[src/rtl/pwr_en_seq.sv]
// Power-enable sequencer: steps a masked lane pattern (static, ramp-up,
// walking-one, ramp-down) across NUM_MODULES enables, D cycles per step.
// Ports: clk100m, rstn (sync, active-low), start, abort, mode[1:0],
//   repeat_en, mask_in[N], dwell_cycles[DWELL_W] -> pwr_en_out[N], busy,
//   done (pulse per pass), step_idx[5:0].
module pwr_en_seq #(
  parameter int NUM_MODULES = 32,
  parameter int DWELL_W     = 32
) (
  input  logic                   clk100m,
  input  logic                   rstn,
  input  logic                   start,
  input  logic                   abort,
  input  logic [1:0]             mode,
  input  logic                   repeat_en,
  input  logic [NUM_MODULES-1:0] mask_in,
  input  logic [DWELL_W-1:0]     dwell_cycles,
  output logic [NUM_MODULES-1:0] pwr_en_out,
  output logic                   busy,
  output logic                   done,
  output logic [5:0]             step_idx
);

  typedef enum logic {
    IDLE,
    RUN
  } state_t;

  localparam logic [6:0] NM7 = 7'(NUM_MODULES);
  localparam logic [5:0] NM6 = 6'(NUM_MODULES);

  state_t                 state;
  logic [1:0]             mode_q;
  logic                   rep_q;
  logic [NUM_MODULES-1:0] mask_q;
  logic [DWELL_W-1:0]     dlim_q;
  logic [DWELL_W-1:0]     dcnt;
  logic [5:0]             last_q;
  logic [5:0]             step_q;
  logic [5:0]             step_nx;
  logic [DWELL_W-1:0]     dlim_in;

  function automatic logic [NUM_MODULES-1:0] pat(
    input logic [1:0] m,
    input logic [5:0] k
  );
    logic [NUM_MODULES-1:0] p;
    logic [6:0]             kk;
    logic [6:0]             ii;
    kk = {1'b0, k};
    p  = '0;
    for (int i = 0; i < NUM_MODULES; i++) begin
      ii = 7'(i);
      unique case (m)
        2'd0:    p[i] = 1'b1;
        2'd1:    p[i] = (ii < kk);
        2'd2:    p[i] = (ii == kk);
        default: p[i] = (ii < (NM7 - kk));
      endcase
    end
    return p;
  endfunction

  // Index of the final step of a pass (S-1).
  function automatic logic [5:0] last_of(input logic [1:0] m);
    logic [5:0] r;
    unique case (m)
      2'd0:    r = 6'd0;
      2'd2:    r = NM6 - 6'd1;
      default: r = NM6;
    endcase
    return r;
  endfunction

  // Store D-1 so an all-ones dwell never needs a wider counter.
  assign dlim_in  = (dwell_cycles == '0) ? '0
                  : dwell_cycles - DWELL_W'(1);
  assign step_nx  = step_q + 6'd1;
  assign step_idx = step_q;

  always_ff @(posedge clk100m) begin
    if (!rstn) begin
      state      <= IDLE;
      mode_q     <= '0;
      rep_q      <= 1'b0;
      mask_q     <= '0;
      dlim_q     <= '0;
      dcnt       <= '0;
      last_q     <= '0;
      step_q     <= '0;
      pwr_en_out <= '0;
      busy       <= 1'b0;
      done       <= 1'b0;
    end else begin
      done <= 1'b0;
      unique case (state)
        IDLE: begin
          if (start && !abort) begin
            state      <= RUN;
            mode_q     <= mode;
            rep_q      <= repeat_en;
            mask_q     <= mask_in;
            dlim_q     <= dlim_in;
            last_q     <= last_of(mode);
            dcnt       <= '0;
            step_q     <= '0;
            busy       <= 1'b1;
            pwr_en_out <= pat(mode, 6'd0) & mask_in;
          end
        end
        RUN: begin
          if (abort) begin
            state      <= IDLE;
            dcnt       <= '0;
            step_q     <= '0;
            busy       <= 1'b0;
            pwr_en_out <= '0;
          end else if (dcnt != dlim_q) begin
            dcnt <= dcnt + DWELL_W'(1);
          end else begin
            dcnt <= '0;
            if (step_q != last_q) begin
              step_q     <= step_nx;
              pwr_en_out <= pat(mode_q, step_nx) & mask_q;
            end else begin
              done   <= 1'b1;
              step_q <= '0;
              if (rep_q) begin
                pwr_en_out <= pat(mode_q, 6'd0) & mask_q;
              end else begin
                state      <= IDLE;
                busy       <= 1'b0;
                pwr_en_out <= '0;
              end
            end
          end
        end
        default: state <= IDLE;
      endcase
    end
  end

endmodule

[config.mk]
export PLATFORM = sky130hd
export DESIGN_NAME = pwr_en_seq
export DESIGN_NICKNAME = d
export VERILOG_FILES = /design/src/rtl/pwr_en_seq.sv
export SDC_FILE = /design/constraint.sdc
export NUM_CORES = 1
export LEC_CHECK = 0
export ABC_CLOCK_PERIOD_IN_PS = 2700
export CAP_MARGIN = 15
export CORE_MARGIN = 1.5
export CORE_UTILIZATION = 45
export DETAILED_ROUTE_END_ITERATION = 6
export PLACE_DENSITY_LB_ADDON = 0.1
export SYNTH_ARGS = -nofsm -noshare
export SYNTH_HDL_FRONTEND = slang
export SYNTH_SLANG_ARGS = --single-unit
[constraint.sdc]
create_clock -name clk100m -period 2.7 [get_ports clk100m]
set_clock_uncertainty 0.05 [all_clocks]
set_input_delay 0.27 -clock clk100m [delete_from_list [all_inputs] [get_ports clk100m]]
set_output_delay 0.27 -clock clk100m [all_outputs]
set_load 0.005 [all_outputs]
Word level (Yosys, flattened, before mapping)
Index checks and enable logic that the tools add are counted.
{ "totals": {"ff_bits": 146, "output_inout_bits": 40} }
{ "op_classes": {"n_addsub": 4, "magnitude_cmp": 64, "eq_ne": 41, "mux": 244, "bitwise_logic": 5, "n_reduce_logical": 12} }
{ "op_table": {"columns": ["op", "n"], "rows": [
  ["$mux W32", 9],
  ["$mux W1", 193],
  ["$pmux W32 S2", 2],
  ["$lt A5 B7 Y1 const A", 16],
  ["$and A32 B32 Y32", 3],
  ["$eq A5 B6 Y1 const A", 16],
  ["$lt A5 B6 Y1 const A", 16],
  ["$pmux W1 S3", 32],
  ["$lt A4 B7 Y1 const A", 8],
  ["$eq A4 B6 Y1 const A", 8],
  ["$lt A4 B6 Y1 const A", 8],
  ["$add A32 B1 Y32 const B", 1],
  ["$logic_not A32 Y1", 1],
  ["$ne A32 B32 Y1", 1],
  ["$sub A32 B1 Y32 const B", 1],
  ["$lt A3 B7 Y1 const A", 4],
  ["$eq A3 B6 Y1 const A", 4],
  ["$lt A3 B6 Y1 const A", 4],
  ["$mux W6", 4],
  ["$pmux W6 S2", 2],
  ["$lt A1 B7 Y1 const A", 2],
  ["$lt A2 B7 Y1 const A", 2],
  ["$eq A2 B6 Y1 const A", 2],
  ["$lt A1 B6 Y1 const A", 2],
  ["other kinds (19)", 29]
]} }

Depth between registers and ports, before layout
{ "logic_depth": {"depth_word": 15, "depth_mapped": 11, "ltp_nobuf": 9} }

Worst setup path before layout
OpenSTA, ideal clock, no wires.
{ "synth_path": {"kind": "reg2reg", "start": "reg step_q[0], in the netlist step_idx[0]", "end": "reg pwr_en_out[24]", "setup_ns": 0.070, "t_arrival_ns": 2.512, "t_required_ns": 2.580, "path_slack_ns": 0.068, "stages_incl_launch_ff": 12, "n_path_buf": 2, "path_cell_list": "dfxtp_1 buf_4 inv_1 ha_1 inv_1 o32a_1 a21oi_1 xnor2_1 buf_2 a31oi_1 or3_1 a21oi_1"} }
{ "synth_between": {"elab_chain_len": 14, "elab_cells_between_ends": 17, "classes_between": "add/sub: 2; order compare: 2; eq/ne: 2; mux: 10; bitwise: 1"} }
{ "synth_rtl": {"columns": ["item", "line_no", "source"], "rows": [
  ["from (decl)", "39", "logic [5:0] step_q;"],
  ["from (signal assigned)", "123", "step_q <= step_nx;"],
  ["$add A6 B1 Y6", "78", "assign step_nx = step_q + 6'd1;"],
  ["$sub A6 B6 Y7", "58", "default: p[i] = (ii < (NM7 - kk));"],
  ["$lt A5 B7 Y1", "58", null],
  ["$pmux W1 S3", "54", "unique case (m)"],
  ["$mux W1", "122", "if (step_q != last_q) begin"],
  ["$mux W1", "118", "end else if (dcnt != dlim_q) begin"],
  ["$mux W1", "112", "if (abort) begin"],
  ["$mux W1", "96", "unique case (state)"],
  ["$mux W1", "82", "if (!rstn) begin"],
  ["$and A32 B32 Y32", "124", "pwr_en_out <= pat(mode_q, step_nx) & mask_q;"],
  ["$mux W32 *", "122", null],
  ["$mux W32 *", "118", null],
  ["$mux W32 *", "112", null],
  ["$pmux W32 S2 *", "96", null],
  ["to (signal assigned)", "108", "pwr_en_out <= pat(mode, 6'd0) & mask_in;"],
  ["to (signal assigned)", "124", null],
  ["to (signal assigned)", "129", "pwr_en_out <= pat(mode_q, 6'd0) & mask_q;"],
  ["to (decl)", "18", "output logic [NUM_MODULES-1:0] pwr_en_out,"]
]} }
Every way passes the cells marked *; elsewhere a longest branch is shown, timed or not. The select of a mux whose other input is x is not followed.
A chain may end at the register's enable or synchronous reset.

Worst setup path in the final report
{ "layout_path": {"start": "reg step_q[1], in the netlist step_idx[1]", "end": "reg pwr_en_out[14]"} }
{ "layout_between": {"elab_chain_len": 14, "elab_cells_between_ends": 17, "classes_between": "add/sub: 2; order compare: 2; eq/ne: 2; mux: 10; bitwise: 1"} }
{ "layout_rtl": {"columns": ["item", "line_no"], "rows": [
  ["$add A6 B1 Y6", "78"],
  ["$sub A6 B6 Y7", "58"],
  ["$lt A4 B7 Y1", "58"],
  ["$pmux W1 S3", "54"],
  ["$mux W1", "122"],
  ["$mux W1", "118"],
  ["$mux W1", "112"],
  ["$mux W1", "96"],
  ["$mux W1", "82"],
  ["$and A32 B32 Y32", "124"],
  ["$mux W32 *", "122"],
  ["$mux W32 *", "118"],
  ["$mux W32 *", "112"],
  ["$pmux W32 S2 *", "96"]
]} }
Marks and branches as above.

==> impl_results.md <==
- CTS Sinks: 142
- Worst skew pair latency: 0.43 ns
- Critical path's slowest cell: dfxtp_1
- Clock share of power: 46.1%
- Met2 WL: 12700 um
- Initial antenna violation count: 0
- Synth Area in Simple Gates: 24.8%
- Met3 routed WL: 2690 um
- Mapped Area: 8610 um^2
- Seq cells post-synth: 142
- Starting Density: 46.0%
- Sw frac: 26.8%
- Final Critical Period: 2.60 ns
- Synth Flop Type: dfxtp_1
- Area grow syn2layout: 31.1%
- Seq/Total Area, Yosys: 33.0%
- Diode count: 0
- Worst VDD drop: 0.442 mV
- Wl on met1: 15200 um
- Combinational share of power: 13.6%
- Syn avg cell area: 7.85 um^2
- H-tree depth: 4
- RSZ-0062 raised after global routing: true
- Placer congestion estimate: 1.03
- Detail Route Antenna Nets: 0
- Critical path capture point type: flip-flop
- Final HPWL DP: 23200 um
- Cells after Synth: 1096
- Ports: 111
- Placed inst area: 10600 um^2
- Leading cell type in the layout, fill and taps excluded: nand2_1
- Number of DRC markers in iteration 0: 817
- Top-area cell type share of the netlist area: 33.0%
- Drt pass-1 iters: 5
- Fmax: 0.385 GHz
- Post-CTS Hold Buffers: 0
- CP peak stage delay: 0.38 ns
- Clock Tree Buf Depth: 2
- Layout cell share with drive strength beyond 1: 16.2%
- Max Used Layer: met4
- Crit path max fanout: 13
- Synth Area in Compound Gates: 24.5%
- XOR/XNOR share of the synthesized area: 9.74%
- Yosys warnings: 0
- Unique masters post-synth: 86
- Min-Delay Path Class: in2reg
- Final Max Tran Viols: 0
- Final instance area: 11300 um^2
- Critical path class: reg2reg
- WP data arrival: 2.91 ns
- Status: completed
- CP Cell Sequence: ha_1, buf_4, and4_1, o21ai_0, nand4b_1, nand4_1, buf_4, buf_4, nor3_1, nor4_1, o21bai_1
- Via count: 9089
- Post-synth top area cell: dfxtp_1
- Vias in the first global route: 8426
- Final-report hold violation count: 0
- GRT Overall Usage: 31.6%
- Synth Area in Adders: 2.03%
- Total gr overflow: 0
- Full die area: 20000 um^2
- Largest net degree at the start of global routing: 43
- Type of origin of the critical path: flip-flop
- CTS tree: done
- CTS root buf: clkbuf_16
- Die W: 141 um
- Final nets: 1348
- Clock-pin slew on the worst setup and hold paths: 0.06 ns
- Power Density: 499 nW/um^2
- Synth area leaders: dfxtp_1 33%, nand2_1 6.5%, xor2_1 6.1%, a21oi_1 5.5%, nor2_1 4.0%
- Largest family of logic cells by synthesized area: simple AND/OR/NAND/NOR gates
- Worst-Margin Slew: 0.654 ns
- Sequential share of power: 40.3%
- Syn Nets: 1181
- DRC violations left: 0
- WL final: 31100 um
- Post-CTS setup buffers: 0
- Post-CTS resize count: 0
- Fill cells: 1753
- Most used cell, CP: buf_4
- WL per Instance: 20.6 um
- P_sw: 0.00151 W
- Finish-stage setup viols: 0
- Most frequent cells in the layout: 150 x nand2_1, 142 x dfxtp_1, 112 x buf_4
- Vias per cell: 6.02
- Max cap viols: 0
- Port Buf Inserts: 110
- Multiplexer share of the synthesized area: 0.465%
- Chip height: 141 um
- Worst EP required: 3.01 ns
- First-pass GRT wire length: 48600 um
- Internal: 0.00412 W
- Final Cycle Share: 96.3%
- Row count: 50
- Number of synthesized flops with an enable pin: 0
- Core Region: 18700 um^2
- Leakage: 4.16 nW
- Num CTS Buffers: 17
- Max transition margin: 56.4%
- Final Util: 60.4%
- Asr flop ratio synth: 0%
[power groups by stage]
| stage | sequential, W | clock (W) | combinational, W |
|---|---|---|---|
| after CTS | 0.00227 | 0.00262 | 0.000760 |
| after detailed placement | 0.00231 | 0 | 0.000755 |
| after floorplan | 0.00229 | 0 | 0.000362 |
| after global placement | 0.00231 | 0 | 0.000750 |
| final | 0.00227 | 0.00259 | 0.000768 |
| after global routing | 0.00228 | 0.00271 | 0.000831 |
[through the flow]
step            TNS [ns]  power (W)  instances  hold WS [ns]  setup WS (ns)
5_1_grt         -0.00304    0.00582       1509         0.370       -0.00304
3_3_place_gp           0    0.00306       1478         0.396         0.0602
4_1_cts                0    0.00564       1509         0.336         0.0810
3_5_place_dp   -0.000534    0.00307       1478         0.400      -0.000534
2_1_floorplan          0    0.00265       1096         0.356         0.0678
6_report               0    0.00563       1509         0.349         0.0998
[per-layer routing]
layer  GRT usage [%]  up-vias
li1                -     4316
met1            49.1     4277
met2            43.8      458
met3            6.34       38
met4            8.44        0
met5               0        -
[Yosys cell counts, types with 9 or more instances]
library cell,number
a221oi_1,25
o2111ai_1,13
or3_1,18
nand2b_1,10
o21ai_2,20
nor3_1,30
nor2_1,92
o211ai_1,9
nand2_1,150
a31oi_1,12
nor4_1,22
o21ai_0,58
dfxtp_1,142
inv_1,20
xor2_1,60
a21oi_1,95
xnor2_1,32
buf_2,28
nand4_1,24
ha_1,14
clkbuf_1,43
nand3_1,28
[kinds of logic after synthesis]
logic type      Yosys count
compound gates          313
xor+xnor                 94
fa+ha+maj                14
buf+inv                 101
flops                   142
mux                       4
simple gates            428
[final timing paths]
| path | start | endpoint | slack [ns] | cells past startpoint |
|---|---|---|---|---|
| worst max register to register | step_idx[1] | pwr_en_out[14] | 0.1 | 11 |
| worst min register to register | mask_q[31] | mask_q[31] | 0.41 | 2 |
| worst max-delay path | step_idx[1] | pwr_en_out[14] | 0.1 | 11 |
| worst min-delay path | repeat_en | rep_q | 0.35 | 3 |
[flip-flops by register name, indices dropped and copies added, names as in the netlist]
signal / flops
mask_q: 32
busy: 1
pwr_en_out: 32
dcnt: 32
mode_q: 2
dlim_q: 32
state: 1
done: 1
step_idx: 6
last_q: 2
rep_q: 1
[final cells by class]
class / count / area, um^2 / share of cell area [%]
sequential: 142 / 2840 / 25.2
inverter: 20 / 75.1 / 0.665
multi-input combinational: 853 / 5360 / 47.5
timing repair buffer: 229 / 2080 / 18.4
clock inverter: 14 / 208 / 1.84
clock buffer: 17 / 425 / 3.77
tap: 234 / 293 / 2.59
[worst max-delay path: cells and delay by family (launching register included)]
kind	cells	cell delay, ns
fa+ha+maj	1	0.21
buf+inv	3	0.54
compound gates	2	0.23
simple gates	5	1.13
flops	1	0.38
Power figures use the tool's default switching activity.
